==> src/rtl/bram_port_arbiter.sv <==
// Two-requester round-robin front end for port A of the byte-enable BRAM, with in-order read response routing.
// Optional: define BRAM_ARB_FIXED_PRIO_EN for fixed R0 priority (no last_gnt pointer, R1 may starve).
module bram_port_arbiter #(
    parameter int NB_COL       = 4,
    parameter int COL_WIDTH    = 8,
    parameter int ADDR_W       = 9,
    parameter int READ_LATENCY = 2
) (
    input  logic                        clka,
    input  logic                        rstb,
    input  logic [1:0]                  req_valid,
    output logic [1:0]                  req_ready,
    input  logic [ADDR_W-1:0]           req_addr0,
    input  logic [ADDR_W-1:0]           req_addr1,
    input  logic [NB_COL*COL_WIDTH-1:0] req_wdata0,
    input  logic [NB_COL*COL_WIDTH-1:0] req_wdata1,
    input  logic [NB_COL-1:0]           req_be0,
    input  logic [NB_COL-1:0]           req_be1,
    output logic [1:0]                  rsp_valid,
    output logic [NB_COL*COL_WIDTH-1:0] rsp_data,
    output logic                        busy,
    output logic [ADDR_W-1:0]           ram_addra,
    output logic [NB_COL*COL_WIDTH-1:0] ram_dina,
    output logic [NB_COL-1:0]           ram_wea,
    output logic                        ram_ena,
    output logic                        ram_rsta,
    output logic                        ram_regcea,
    input  logic [NB_COL*COL_WIDTH-1:0] ram_douta
);
    localparam int DW = NB_COL * COL_WIDTH;

    logic [1:0]            grant_s;
    logic                  hs_s;
    logic                  sel_s;
    logic [ADDR_W-1:0]     sel_addr_s;
    logic [DW-1:0]         sel_wdata_s;
    logic [NB_COL-1:0]     sel_be_s;
    logic [ADDR_W-1:0]     addr_r;
    logic [DW-1:0]         dina_r;
    logic [NB_COL-1:0]     wea_r;
    logic                  ena_r;
    logic [READ_LATENCY:0] tag_vld_r;
    logic [READ_LATENCY:0] tag_id_r;
`ifndef BRAM_ARB_FIXED_PRIO_EN
    logic                  last_gnt_r;
`endif

    // Grant selection; last_gnt_r=1 means R1 went last, so R0 wins the next contention
    always_comb begin
        grant_s = 2'b00;
        if (rstb) begin
            grant_s = 2'b00;
        end else begin
            case (req_valid)
                2'b01:   grant_s = 2'b01;
                2'b10:   grant_s = 2'b10;
`ifdef BRAM_ARB_FIXED_PRIO_EN
                2'b11:   grant_s = 2'b01;
`else
                2'b11:   grant_s = last_gnt_r ? 2'b01 : 2'b10;
`endif
                default: grant_s = 2'b00;
            endcase
        end
    end

    assign hs_s  = |(req_valid & grant_s);
    assign sel_s = grant_s[1];

    // Request field mux for the granted requester
    always_comb begin
        sel_addr_s  = req_addr0;
        sel_wdata_s = req_wdata0;
        sel_be_s    = req_be0;
        if (sel_s) begin
            sel_addr_s  = req_addr1;
            sel_wdata_s = req_wdata1;
            sel_be_s    = req_be1;
        end else begin
            sel_addr_s  = req_addr0;
            sel_wdata_s = req_wdata0;
            sel_be_s    = req_be0;
        end
    end

`ifndef BRAM_ARB_FIXED_PRIO_EN
    // Round-robin pointer follows the last accepted requester
    always_ff @(posedge clka) begin
        if (rstb) begin
            last_gnt_r <= 1'b1;
        end else if (hs_s) begin
            last_gnt_r <= sel_s;
        end else begin
            last_gnt_r <= last_gnt_r;
        end
    end
`endif

    // RAM port A command register; address and data hold when idle
    always_ff @(posedge clka) begin
        if (rstb) begin
            addr_r <= {ADDR_W{1'b0}};
            dina_r <= {DW{1'b0}};
            wea_r  <= {NB_COL{1'b0}};
            ena_r  <= 1'b0;
        end else if (hs_s) begin
            addr_r <= sel_addr_s;
            dina_r <= sel_wdata_s;
            wea_r  <= sel_be_s;
            ena_r  <= 1'b1;
        end else begin
            wea_r  <= {NB_COL{1'b0}};
            ena_r  <= 1'b0;
        end
    end

    // Read tag pipeline: tag[k] tracks a read k cycles after its command reached the RAM port
    always_ff @(posedge clka) begin
        if (rstb) begin
            tag_vld_r <= {(READ_LATENCY+1){1'b0}};
            tag_id_r  <= {(READ_LATENCY+1){1'b0}};
        end else begin
            tag_vld_r <= {tag_vld_r[READ_LATENCY-1:0], hs_s & (sel_be_s == {NB_COL{1'b0}})};
            tag_id_r  <= {tag_id_r[READ_LATENCY-1:0], sel_s};
        end
    end

    // Response strobe for the requester owning the oldest tag
    always_comb begin
        rsp_valid = 2'b00;
        if (!rstb && tag_vld_r[READ_LATENCY]) begin
            rsp_valid = tag_id_r[READ_LATENCY] ? 2'b10 : 2'b01;
        end else begin
            rsp_valid = 2'b00;
        end
    end

    // Reset forces every RAM control to its idle value immediately, not one edge later
    assign req_ready  = grant_s;
    assign rsp_data   = ram_douta;
    assign busy       = (|tag_vld_r) & ~rstb;
    assign ram_addra  = rstb ? {ADDR_W{1'b0}} : addr_r;
    assign ram_dina   = rstb ? {DW{1'b0}} : dina_r;
    assign ram_wea    = rstb ? {NB_COL{1'b0}} : wea_r;
    assign ram_ena    = ena_r & ~rstb;
    assign ram_rsta   = rstb;
    assign ram_regcea = (READ_LATENCY == 2) ? (tag_vld_r[READ_LATENCY-1] & ~rstb) : 1'b0;

endmodule

==> config.mk <==
export PLATFORM = sky130hd
export DESIGN_NAME = bram_port_arbiter
export DESIGN_NICKNAME = d
export VERILOG_FILES = /design/src/rtl/bram_port_arbiter.sv
export SDC_FILE = /design/constraint.sdc
export NUM_CORES = 1
export LEC_CHECK = 0
export ABC_AREA = 1
export CAP_MARGIN = 40
export CORE_MARGIN = 1
export CORE_UTILIZATION = 30
export DETAILED_ROUTE_END_ITERATION = 8
export DONT_BUFFER_PORTS = 1
export GPL_ROUTABILITY_DRIVEN = 0
export HOLD_SLACK_MARGIN = 0.1
export PLACE_DENSITY = 0.43
export SLEW_MARGIN = 10
export SYNTH_ARGS = -nofsm -noshare
export SYNTH_HDL_FRONTEND = slang
export SYNTH_SLANG_ARGS = --single-unit
export TNS_END_PERCENT = 50
==> constraint.sdc <==
create_clock -name clka -period 2.1 [get_ports clka]
set_clock_uncertainty 0.05 [all_clocks]
set_input_delay 0.42 -clock clka [delete_from_list [all_inputs] [get_ports clka]]
set_output_delay 0.42 -clock clka [all_outputs]
set_load 0.02 [all_outputs]
Yosys cells after proc, flatten, opt, wreduce, memory -nomap -nowiden

Cells that the tools add are included.

Memories kept: 0
Flip-flop bits (word level): 53
Bits in read-only memories: 0
Bits in writable memories: 0
Input bits: 126
Bits in latches: 0

$mul: 0
Reductions and logical operators: 6
Bitwise logic cells: 7
$lt $le $gt $ge: 0
Shift operators: 0
Div/mod/pow operators: 0
Add/sub/neg operators: 0
Multiplexer cells: 12
Equality and inequality tests: 3

Operators by type and width:

| operator           | number |
|---|---|
| $mux 32            | 2 |
| $mux 9             | 2 |
| $mux 2             | 4 |
| $mux 4             | 2 |
| $pmux 2 s3         | 1 |
| $and 1x1->1        | 4 |
| $eq 2x2->1 const B | 2 |
| $logic_not 4->1    | 1 |
| $reduce_or 2->1    | 2 |
| $reduce_or 3->1    | 1 |
| $and 2x2->2        | 1 |
| $eq 2x1->1 const B | 1 |
| $not 1->1          | 2 |
| $logic_and 1x1->1  | 1 |
| $logic_not 1->1    | 1 |
| $mux 1             | 1 |

Logic depth before layout (Yosys ltp)

Gate-level depths: netlist (run 1).

Word-level depth: 7
Depth in mapped cells: 7
Mapped depth without buffers: 6

Least setup slack after synthesis (run 1)

OpenSTA, ideal clock, no wires.

Path type: input -> output
Start: input port rstb
End: output port rsp_valid[0]
Slack: 0.301 ns
Stages on the path: 5
Arrival: 1.329 ns
Buffers on the path: 2
Path through: buf_2 inv_2 clkbuf_1 nand2_1 nor2_1

Longest elaborated chain between the ends: 3

Ends and longest elaborated chain:

| item              | RTL line | source |
|---|---|---|
| start, declared   | 10       | `input logic rstb,` |
| $logic_not 1->1   | 131      | `if (!rstb && tag_vld_r[READ_LATENCY]) begin` |
| $logic_and 1x1->1 | 131      |  |
| $mux 2            | 131      |  |
| end, declared     | 19       | `output logic [1:0] rsp_valid,` |

No other way between the ends.

Worst setup path in the final report (run 1)

Start: register last_gnt_r
End: output port req_ready[0]

Longest elaborated chain between the ends: 3

Ends and longest elaborated chain:

| item                   | RTL line | source |
|---|---|---|
| start, declared        | 45       | `logic last_gnt_r;` |
| start signal, assigned | 92       | `last_gnt_r <= sel_s;` |
| start signal, assigned | 94       | `last_gnt_r <= last_gnt_r;` |
| $mux 2                 | 60       | `2'b11: grant_s = last_gnt_r ? 2'b01 : 2'b10;` |
| $pmux 2 s3             | 54       | `case (req_valid)` |
| $mux 2                 | 51       | `if (rstb) begin` |
| end, declared          | 12       | `output logic [1:0] req_ready,` |

No other way between the ends.

==> reports/qor.txt, run 1 <==
Final hold vios: 0
Hold Path Class: input port to flip-flop
Pint: 0.00139 W
CTS tree: yes
Worst EP required: 1.63 ns
Hold Crit Start: rstb
Slew @ Worst Pin: 0.540 ns
Post-DP HPWL: 4.70 mm
Post-synthesis sequential area ratio: 0.376
Rel. slew slack: 0.641
Final worst path period share: 0.848
Root Buffer: clkbuf_8
# diodes: 0
Clock Tree Buf Depth: 2
Vias per inst: 4.52
DRC: 0
I/O Buffers: 0
Yosys top cell by area: dfxtp_1
Kind of critical path: flip-flop to primary output
Peak supply drop: 0.000278 V
DRT Pass-1 Iters: 4
Max Freq: 562 MHz
Placed cells: 506
Worst-path fanout max: 5
Largest stage delay, worst path: 0.36 ns
Switching power of the nets: 0.000585 W
Post-synth top area share: 0.376
Syn Nets: 570
Vias in the first global route: 2111
Worst flop-to-flop path startpoint: last_gnt_r
Sequential power share: 0.556
Slew Limit Fails: 0
DRT iter0 DRCs: 53
Area grow syn2layout: -2.53%
Most common cell after layout, fill and taps aside: inv_1
CORE AREA: 0.00915 mm²
Worst setup SP type: flip-flop
# rows: 35
Post-CTS Hold Buffers: 0
Post-Syn Instances: 444
Worst-path cell chain: nand2_1 -> nand2_2 -> inv_1 -> nor2_1
Total GRT Usage: 0.134
Logic pwr share: 0.168
Static Leak: 1.48 nW
Final setup fails: 0
Most frequent cells in the layout: inv_1, nand2_1, nor2_1, dfxtp_1, o21ai_1
Clk pin slew, worst setup/hold paths: 0.09 ns
Syn Std Cell Area: 0.00282 mm²
Syn_area_per_cell: 6.35 µm²
CTS resizes: 0
Buf/Inv on CP: 1
Antenna-violating nets left: 0
MaxCap Viol Count: 0
Pwr/cell area: 720 mW/mm²
Synth area leaders: dfxtp_1, inv_1, nand2_1
Chip Height: 98.9 µm
CP startpoint: last_gnt_r
RSZ-0062 raised after global routing: false
Total grt overflow: 0
Switching share of total power: 0.296
Share of cells above drive strength 1: 0.0424
WP data arrival: 1.31 ns
Post-CTS Setup Bufs: 0
CTS H-Tree Depth: 2
Io pins: 211
CP max stage cell: nor2_1
Initial antenna violation count: 1
Fin crit period: 1.78 ns
First-pass GRT wire length: 10.3 mm
Clk pwr share: 0.276
#FFs+latches synth: 53
Fin Setup TNS: 0 ns
WL final: 6.62 mm
Clk_lat worst skew: 0.30 ns
Die area: 0.00979 mm²
Delay-heaviest family, CP: simple AND/OR/NAND/NOR gates
Chip Width: 98.9 µm
Nature of the critical path endpoint: primary output
Routed vias: 2315
Starting Density: 0.308
Largest net degree at the start of global routing: 46
YS warnings: 0
Outcome: completed
Unique masters post-synth: 20
Num CTS Buffers: 5
Average wire per cell in the routed design: 12.9 µm
Clock Sinks: 53
Final non-filler cell total: 512
Nets: 528
[sequential cells by signal, summed over array words and instances (netlist names)]
name        cells
addr_r          9
dina_r         32
ena_r           1
last_gnt_r      1
tag_id_r        3
tag_vld_r       3
wea_r           4
[worst paths after layout]
path,endpoint,slack [ns],cells after the start
max reg2reg,dina_r[23],0.70,6
min,tag_vld_r[1],0.14,1
min reg2reg,tag_id_r[1],0.37,2
max,req_ready[0],0.32,4
[per-layer routing]
layer	GRT usage	wire length, µm	vias to the layer above
met5	0	0	-
met3	0.0546	634	18
met4	0.0448	110	0
met2	0.224	2910	103
met1	0.156	2970	995
li1	-	-	1199
[logic make-up after synthesis]
kind of cell    after synthesis  share of synthesized area
flops                        53                      0.376
compound gates               85                      0.159
simple gates                151                      0.209
buf+inv                     155                      0.255
[stage by stage]
step / utilization / instance area (µm²) / hold WS, ns / power [W] / setup slack (ns)
detailed placement: 0.292 / 2670 / 0.363 / 0.00146 / 0.416
CTS: 0.300 / 2750 / 0.114 / 0.00203 / 0.298
floorplan: - / 2820 / 0.338 / 0.00150 / 0.301
finish: 0.300 / 2750 / 0.138 / 0.00198 / 0.319
global route: 0.300 / 2750 / 0.101 / 0.00212 / 0.207
global placement: 0.292 / 2670 / 0.349 / 0.00146 / 0.449
[synth_stat cells (all sizes together)]
| cell type | instances |
|---|---|
| a31oi | 1 |
| inv | 100 |
| clkbuf | 10 |
| nand3 | 2 |
| dfxtp | 53 |
| o21ai | 74 |
| buf | 45 |
| nand4 | 2 |
| o211ai | 9 |
| nor2 | 55 |
| nand2 | 92 |
| a21oi | 1 |
[power groups by stage]
stage          clock, W  sequential (W)  combinational, W
2_1_floorplan         0         0.00112          0.000380
3_3_place_gp          0         0.00112          0.000333
3_5_place_dp          0         0.00112          0.000339
4_1_cts        0.000590         0.00110          0.000340
5_1_grt        0.000633         0.00111          0.000382
6_report       0.000546         0.00110          0.000332
[area by class of cell]
| class | instances | area [µm²] |
|---|---|---|
| Fill cell | 1044 | 6400 |
| Sequential cell | 53 | 1060 |
| Multi-Input combinational cell | 236 | 1040 |
| Inverter | 100 | 375 |
| Tap cell | 111 | 139 |
| Clock buffer | 5 | 68.8 |
| Timing Repair Buffer | 6 | 57.6 |
| Clock inverter | 1 | 5.00 |
No activity file was read; power rests on OpenSTA's default activity.
==> run 2, diff against run 1 <==
--- a/config.mk
+++ b/config.mk
@@ -13,7 +13,7 @@
 export DONT_BUFFER_PORTS = 1
 export GPL_ROUTABILITY_DRIVEN = 0
 export HOLD_SLACK_MARGIN = 0.1
-export PLACE_DENSITY = 0.43
+export PLACE_DENSITY = 0.44
 export SLEW_MARGIN = 10
 export SYNTH_ARGS = -nofsm -noshare
 export SYNTH_HDL_FRONTEND = slang
==> constraint.sdc (replaced) <==
create_clock -name clka -period 1.6 [get_ports clka]
set_clock_uncertainty 0.05 [all_clocks]
set_input_delay 0.32 -clock clka [delete_from_list [all_inputs] [get_ports clka]]
set_output_delay 0.32 -clock clka [all_outputs]
set_load 0.02 [all_outputs]
==> run 2 against run 1 <==
Compared with the run above:
- via count is 2.7% higher
- combinational power is 47% higher
- highest routed layer unchanged
- non-clock buffer count is 25 higher
- utilization is 3.2 points higher
- worst setup slack worse by 0.22 ns
- critical endpoint is now req_ready[1]
- critical path type unchanged
==> reports/qor.txt, run 2 (synthesized netlist as in run 1, its figures left out) <==
Total grt overflow: 0 (unchanged)
Slew Limit Fails: 0 (unchanged)
Io pins: 211 (unchanged)
MaxCap Viol Count: 0 (unchanged)
Hold Path Depth: 2 (+1)
# rows: 35 (unchanged)
Fin crit period: 1.50 ns
Rel. slew slack: 0.660 (+0.0184)
Vias per inst: 4.41 (-2.5%)
DRC: 0 (unchanged)
R2R setup slack: 0.32 ns (-0.38 ns)
Clock Tree Buf Depth: 2 (unchanged)
Total GRT Usage: 0.135 (+0.000997)
Antenna-violating nets left: 0 (unchanged)
Worst-path fanout max: 31 (+26)
Top routing layer in use: met4
Nature of the critical path endpoint: primary output
Root Buffer: clkbuf_8
Num CTS Buffers: 5 (unchanged)
Final cell utilization of the core: 0.332 (+0.0320)
RSZ-0062 raised after global routing: false
Outcome: completed
DRT Pass-1 Iters: 4 (unchanged)
Nets: 553 (+4.7%)
Pwr/cell area: 938 mW/mm² (+30%)
Initial antenna violation count: 0 (-1)
First-pass GRT wire length: 10.6 mm (+2.9%)
Post-CTS Setup Bufs: 0 (unchanged)
Starting Density: 0.308 (unchanged)
Clock Sinks: 53 (unchanged)
Kind of critical path: flip-flop to primary output
Final worst path period share: 0.940
M1 WL: 3.03 mm (+1.8%)
Met2 wire len: 2.92 mm (+0.45%)
Area grow syn2layout: 7.86%
Average wire per cell in the routed design: 12.4 µm (-4.1%)
Slew @ Worst Pin: 0.509 ns (-0.0312 ns)
Die area: 0.00979 mm² (unchanged)
Largest net degree at the start of global routing: 43 (-6.5%)
Post-DP HPWL: 4.68 mm (-0.55%)
Most common cell after layout, fill and taps aside: inv_1
DRT iter0 DRCs: 53 (unchanged)
CORE AREA: 0.00915 mm² (unchanged)
Met3 Wirelength: 672 µm (+6.0%)
Clk_lat worst skew: 0.30 ns (about the same)
Chip Height: 98.9 µm (unchanged)
Most frequent cells in the layout: inv_1, nand2_1, dfxtp_1
Max Freq: 665 MHz
WP data arrival: 1.13 ns (-0.18 ns)
Worst setup SP type: flip-flop
Vias in the first global route: 2238 (+6.0%)
Max FFs per register: 32 (unchanged)
WL final: 6.69 mm (+0.97%)
Biggest regs: dina_r (32), addr_r (9), wea_r (4)
CTS tree: yes
Hold Path Class: input port to flip-flop
Fin Setup TNS: 0 ns (unchanged)
Cells on worst reg2reg path: 7 (+1)
# diodes: 0 (unchanged)
Share of cells above drive strength 1: 0.0514 (+0.00901)
Routed vias: 2377 (+2.7%)
I/O Buffers: 0 (unchanged)
Final hold vios: 0 (unchanged)
Chip Width: 98.9 µm (unchanged)
Clk pin slew, worst setup/hold paths: 0.10 ns (about the same)
Peak supply drop: 0.000320 V (+15%)
CTS H-Tree Depth: 2 (unchanged)
Final setup fails: 0 (unchanged)
Worst EP required: 1.23 ns (-0.40 ns)
Most flops, register: dina_r
Static Leak: 1.60 nW (+8.2%)
## run 2: layout make-up
| type | count | area, µm² |
|---|---|---|
| fill | 1011 | 6110 |
| sequential | 53 | 1060 |
| multi-input combinational | 236 | 1050 |
| inverter | 100 | 375 |
| timing repair buffer | 31 | 303 |
| tap | 111 | 139 |
| clock buffer | 6 | 72.6 |
| clock inverter | 2 | 38.8 |
## run 2: power breakdown
| part | total, W | internal (W) | switching, W |
|---|---|---|---|
| registers | 0.00145 | 0.00142 | 0.0000249 |
| logic | 0.000489 | 0.000161 | 0.000328 |
| clock network | 0.000917 | 0.000471 | 0.000446 |
| total | 0.00285 | 0.00205 | 0.000799 |
## run 2: layer usage
metal  track usage  up-vias
li1              -     1259
met1         0.162      988
met2         0.227      116
met3        0.0489       14
met4        0.0413        0
met5             0        -
## run 2: through the flow
stage	cells	power, W	area, µm²	hold slack, ns	setup WS [ns]
3_3_place_gp	508	0.00192	2690	0.344	0.260
6_report	539	0.00285	3040	0.111	0.0959
3_5_place_dp	508	0.00192	2690	0.348	0.244
2_1_floorplan	444	0.00197	2820	0.338	0.000948
5_1_grt	539	0.00304	3040	0.106	0.00517
4_1_cts	539	0.00293	3040	0.100	0.0279
## run 2: critical path, stage by stage (launching register included)
cell	delay, ns
dfxtp_1	0.33
nand2_2	0.10
nand3_2	0.08
inv_1	0.11
buf_12	0.19
## run 2: timing repair
item / CTS / global route
hold endpoints to repair: 26 / 0
hold buffers: 23 / 0
gates resized for setup: 2 / 1
pin swaps: 0 / 1
endpoints found under the setup margin: 1 / 2
## run 2: worst paths after layout
check                startpoint           end
hold / removal    req_wdata0[0]     dina_r[0]
setup / recovery     last_gnt_r  req_ready[1]
hold reg to reg     tag_id_r[0]   tag_id_r[1]
setup reg to reg     last_gnt_r     addr_r[0]
==> run 3, diff against run 2 <==
--- a/config.mk
+++ b/config.mk
@@ -12,6 +12,7 @@
 export DETAILED_ROUTE_END_ITERATION = 8
 export DONT_BUFFER_PORTS = 1
 export GPL_ROUTABILITY_DRIVEN = 0
+export GPL_TIMING_DRIVEN = 0
 export HOLD_SLACK_MARGIN = 0.1
 export PLACE_DENSITY = 0.44
 export SLEW_MARGIN = 10
==> run 3 against run 2 <==
Compared with the run above:
- cell area rose by 13%
- clock power fell by 11%
- via count rose by 11%
- fmax fell by 4.3%
- worst setup slack got worse by 0.068 ns
- critical path depth rose by 1
- die area did not move
==> reports/qor.txt, run 3 (synthesized netlist as in run 1, its figures left out) <==
Outcome: completed
Logic pwr share: 0.230 (+0.058)
R2R setup slack: 0.17 ns (-0.15 ns)
Antenna-violating nets left: 0 (unchanged)
CTS H-Tree Depth: 2 (unchanged)
Switching power of the nets: 0.000928 W (+16%)
MaxCap Viol Count: 0 (unchanged)
Rel. slew slack: 0.665 (+0.00489)
Fin Setup TNS: 0 ns (unchanged)
Kind of critical path: input port to primary output
Hold Crit Start: req_wdata0[29]
Chip Width: 98.9 µm (unchanged)
Static Leak: 1.84 nW (+15%)
Total GRT Usage: 0.160 (+0.0242)
Post-DP HPWL: 5.75 mm (+23%)
Final hold vios: 0 (unchanged)
Most frequent cells in the layout: inv_1, nand2_1, dfxtp_1
Cells on worst reg2reg path: 8 (+1)
Clk pin slew, worst setup/hold paths: 0.11 ns (about the same)
Hold Path Class: input port to flip-flop
Largest stage delay, worst path: 0.23 ns (-0.10 ns)
DRT iter0 DRCs: 55 (+3.8%)
Area grow syn2layout: 21.4%
Final worst path period share: 0.982 (+0.0422)
Die area: 0.00979 mm² (unchanged)
DRT Pass-1 Iters: 4 (unchanged)
CORE AREA: 0.00915 mm² (unchanged)
Fillers: 992 (-1.9%)
Nets: 608 (+9.9%)
Most common cell after layout, fill and taps aside: inv_1
First-pass GRT wire length: 12.4 mm (+17%)
Peak supply drop: 0.000324 V (+1.1%)
DRC: 0 (unchanged)
Cell area after layout: 0.00342 mm² (+13%)
Starting Density: 0.308 (unchanged)
Area post-placement: 0.00296 mm² (+10%)
Io pins: 211 (unchanged)
Slew Limit Fails: 0 (unchanged)
Share of cells above drive strength 1: 0.155 (+0.104)
I/O Buffers: 0 (unchanged)
Total grt overflow: 0 (unchanged)
Final setup fails: 0 (unchanged)
Buf/Inv on CP: 3 (+1)
Worst flop-to-flop path startpoint: last_gnt_r
Biggest regs: dina_r (32), addr_r (9), wea_r (4)
Pwr/cell area: 859 mW/mm² (-8.4%)
Vias in the first global route: 2427 (+8.4%)
WL final: 7.80 mm (+17%)
Worst EP required: 1.23 ns (about the same)
Hold Path Depth: 2 (unchanged)
# diodes: 0 (unchanged)
Final cell utilization of the core: 0.374 (+0.0418)
Delay-heaviest family, CP: buffers and inverters
Clk_lat worst skew: 0.30 ns (about the same)
Switching share of total power: 0.315 (+0.0352)
# rows: 35 (unchanged)
Critical R2R Capture: addr_r[4]
Fin crit period: 1.57 ns (+0.0675 ns)
Worst-path cell chain: buf_2 -> inv_2 -> clkbuf_4 -> nand2_1 -> nor2_2
CTS tree: yes
CP max stage cell: clkbuf_4
Largest net degree at the start of global routing: 17 (-60%)
Worst-path fanout max: 10 (-68%)
Vias per inst: 4.43 (+0.48%)
Max Freq: 636 MHz (-4.3%)
Slew @ Worst Pin: 0.501 ns (-0.00731 ns)
Max FFs per register: 32 (unchanged)
Most flops, register: dina_r
WP data arrival: 1.20 ns (+0.07 ns)
RSZ-0062 raised after global routing: true
Nature of the critical path endpoint: primary output
WHS Endpoint: dina_r[29]
Sequential power share: 0.492 (-0.015)
Num CTS Buffers: 5 (unchanged)
Pint: 0.00201 W (-1.9%)
Chip Height: 98.9 µm (unchanged)
Root Buffer: clkbuf_8
Average wire per cell in the routed design: 13.1 µm (+5.8%)
Initial antenna violation count: 0 (unchanged)
Routed vias: 2632 (+11%)
Clock Sinks: 53 (unchanged)
Worst setup SP type: input port
Clk pwr share: 0.278 (-0.044)
Clock Tree Buf Depth: 2 (unchanged)
## run 3: power groups by stage
stage               combinational [W]  clock (W)  sequential, W
finish                       0.000677   0.000818        0.00145
global route                 0.000760   0.000903        0.00146
CTS                          0.000678   0.000858        0.00145
detailed placement           0.000600          0        0.00148
global placement             0.000595          0        0.00147
floorplan                    0.000499          0        0.00147
## run 3: worst max-delay path by stage
stage / from / endpoint / slack [ns] / cells after the start
floorplan: rstb / rsp_valid[0] / 0.0009 / 5
global placement: rstb / req_ready[0] / -0.33 / 5
detailed placement: rstb / req_ready[0] / -0.34 / 5
CTS: last_gnt_r / req_ready[0] / 0.02 / 5
global route: rstb / rsp_valid[0] / -0.03 / 5
finish: rstb / rsp_valid[0] / 0.03 / 5
## run 3: per-layer routing
layer	vias to the layer above	global-route usage	wire, µm
met2	130	0.271	3510
met3	4	0.0532	727
li1	1366	-	-
met1	1132	0.196	3530
met4	0	0.0344	35
met5	-	0	0
## run 3: per-stage QoR
step                power [W]  cells  hold WS (ns)  worst slack [ns]
detailed placement    0.00208    555         0.346            -0.343
floorplan             0.00197    444         0.338          0.000948
finish                0.00294    594         0.111            0.0284
global route          0.00312    594         0.105           -0.0303
global placement      0.00207    555         0.343            -0.330
CTS                   0.00298    592         0.101            0.0245
## run 3: repair_timing
action                                  in CTS  in global routing
buffers inserted                             3                  2
endpoints found under the hold margin       26                  0
gates resized for setup                     22                  6
hold buffers                                26                  0
endpoints found under the setup margin      36                 13
pin swaps                                    3                  4
## run 3: layout make-up
cell class | instances | area (µm²) | share of cell area
multi-input cells | 236 | 1070 | 0.314
inverters | 100 | 378 | 0.110
plain buffers | 55 | 377 | 0.110
clock inverters | 2 | 13.8 | 0.00402
well taps | 111 | 139 | 0.0406
repair buffers | 31 | 298 | 0.0870
clock buffers | 6 | 82.6 | 0.0241
flip-flops and latches | 53 | 1060 | 0.310
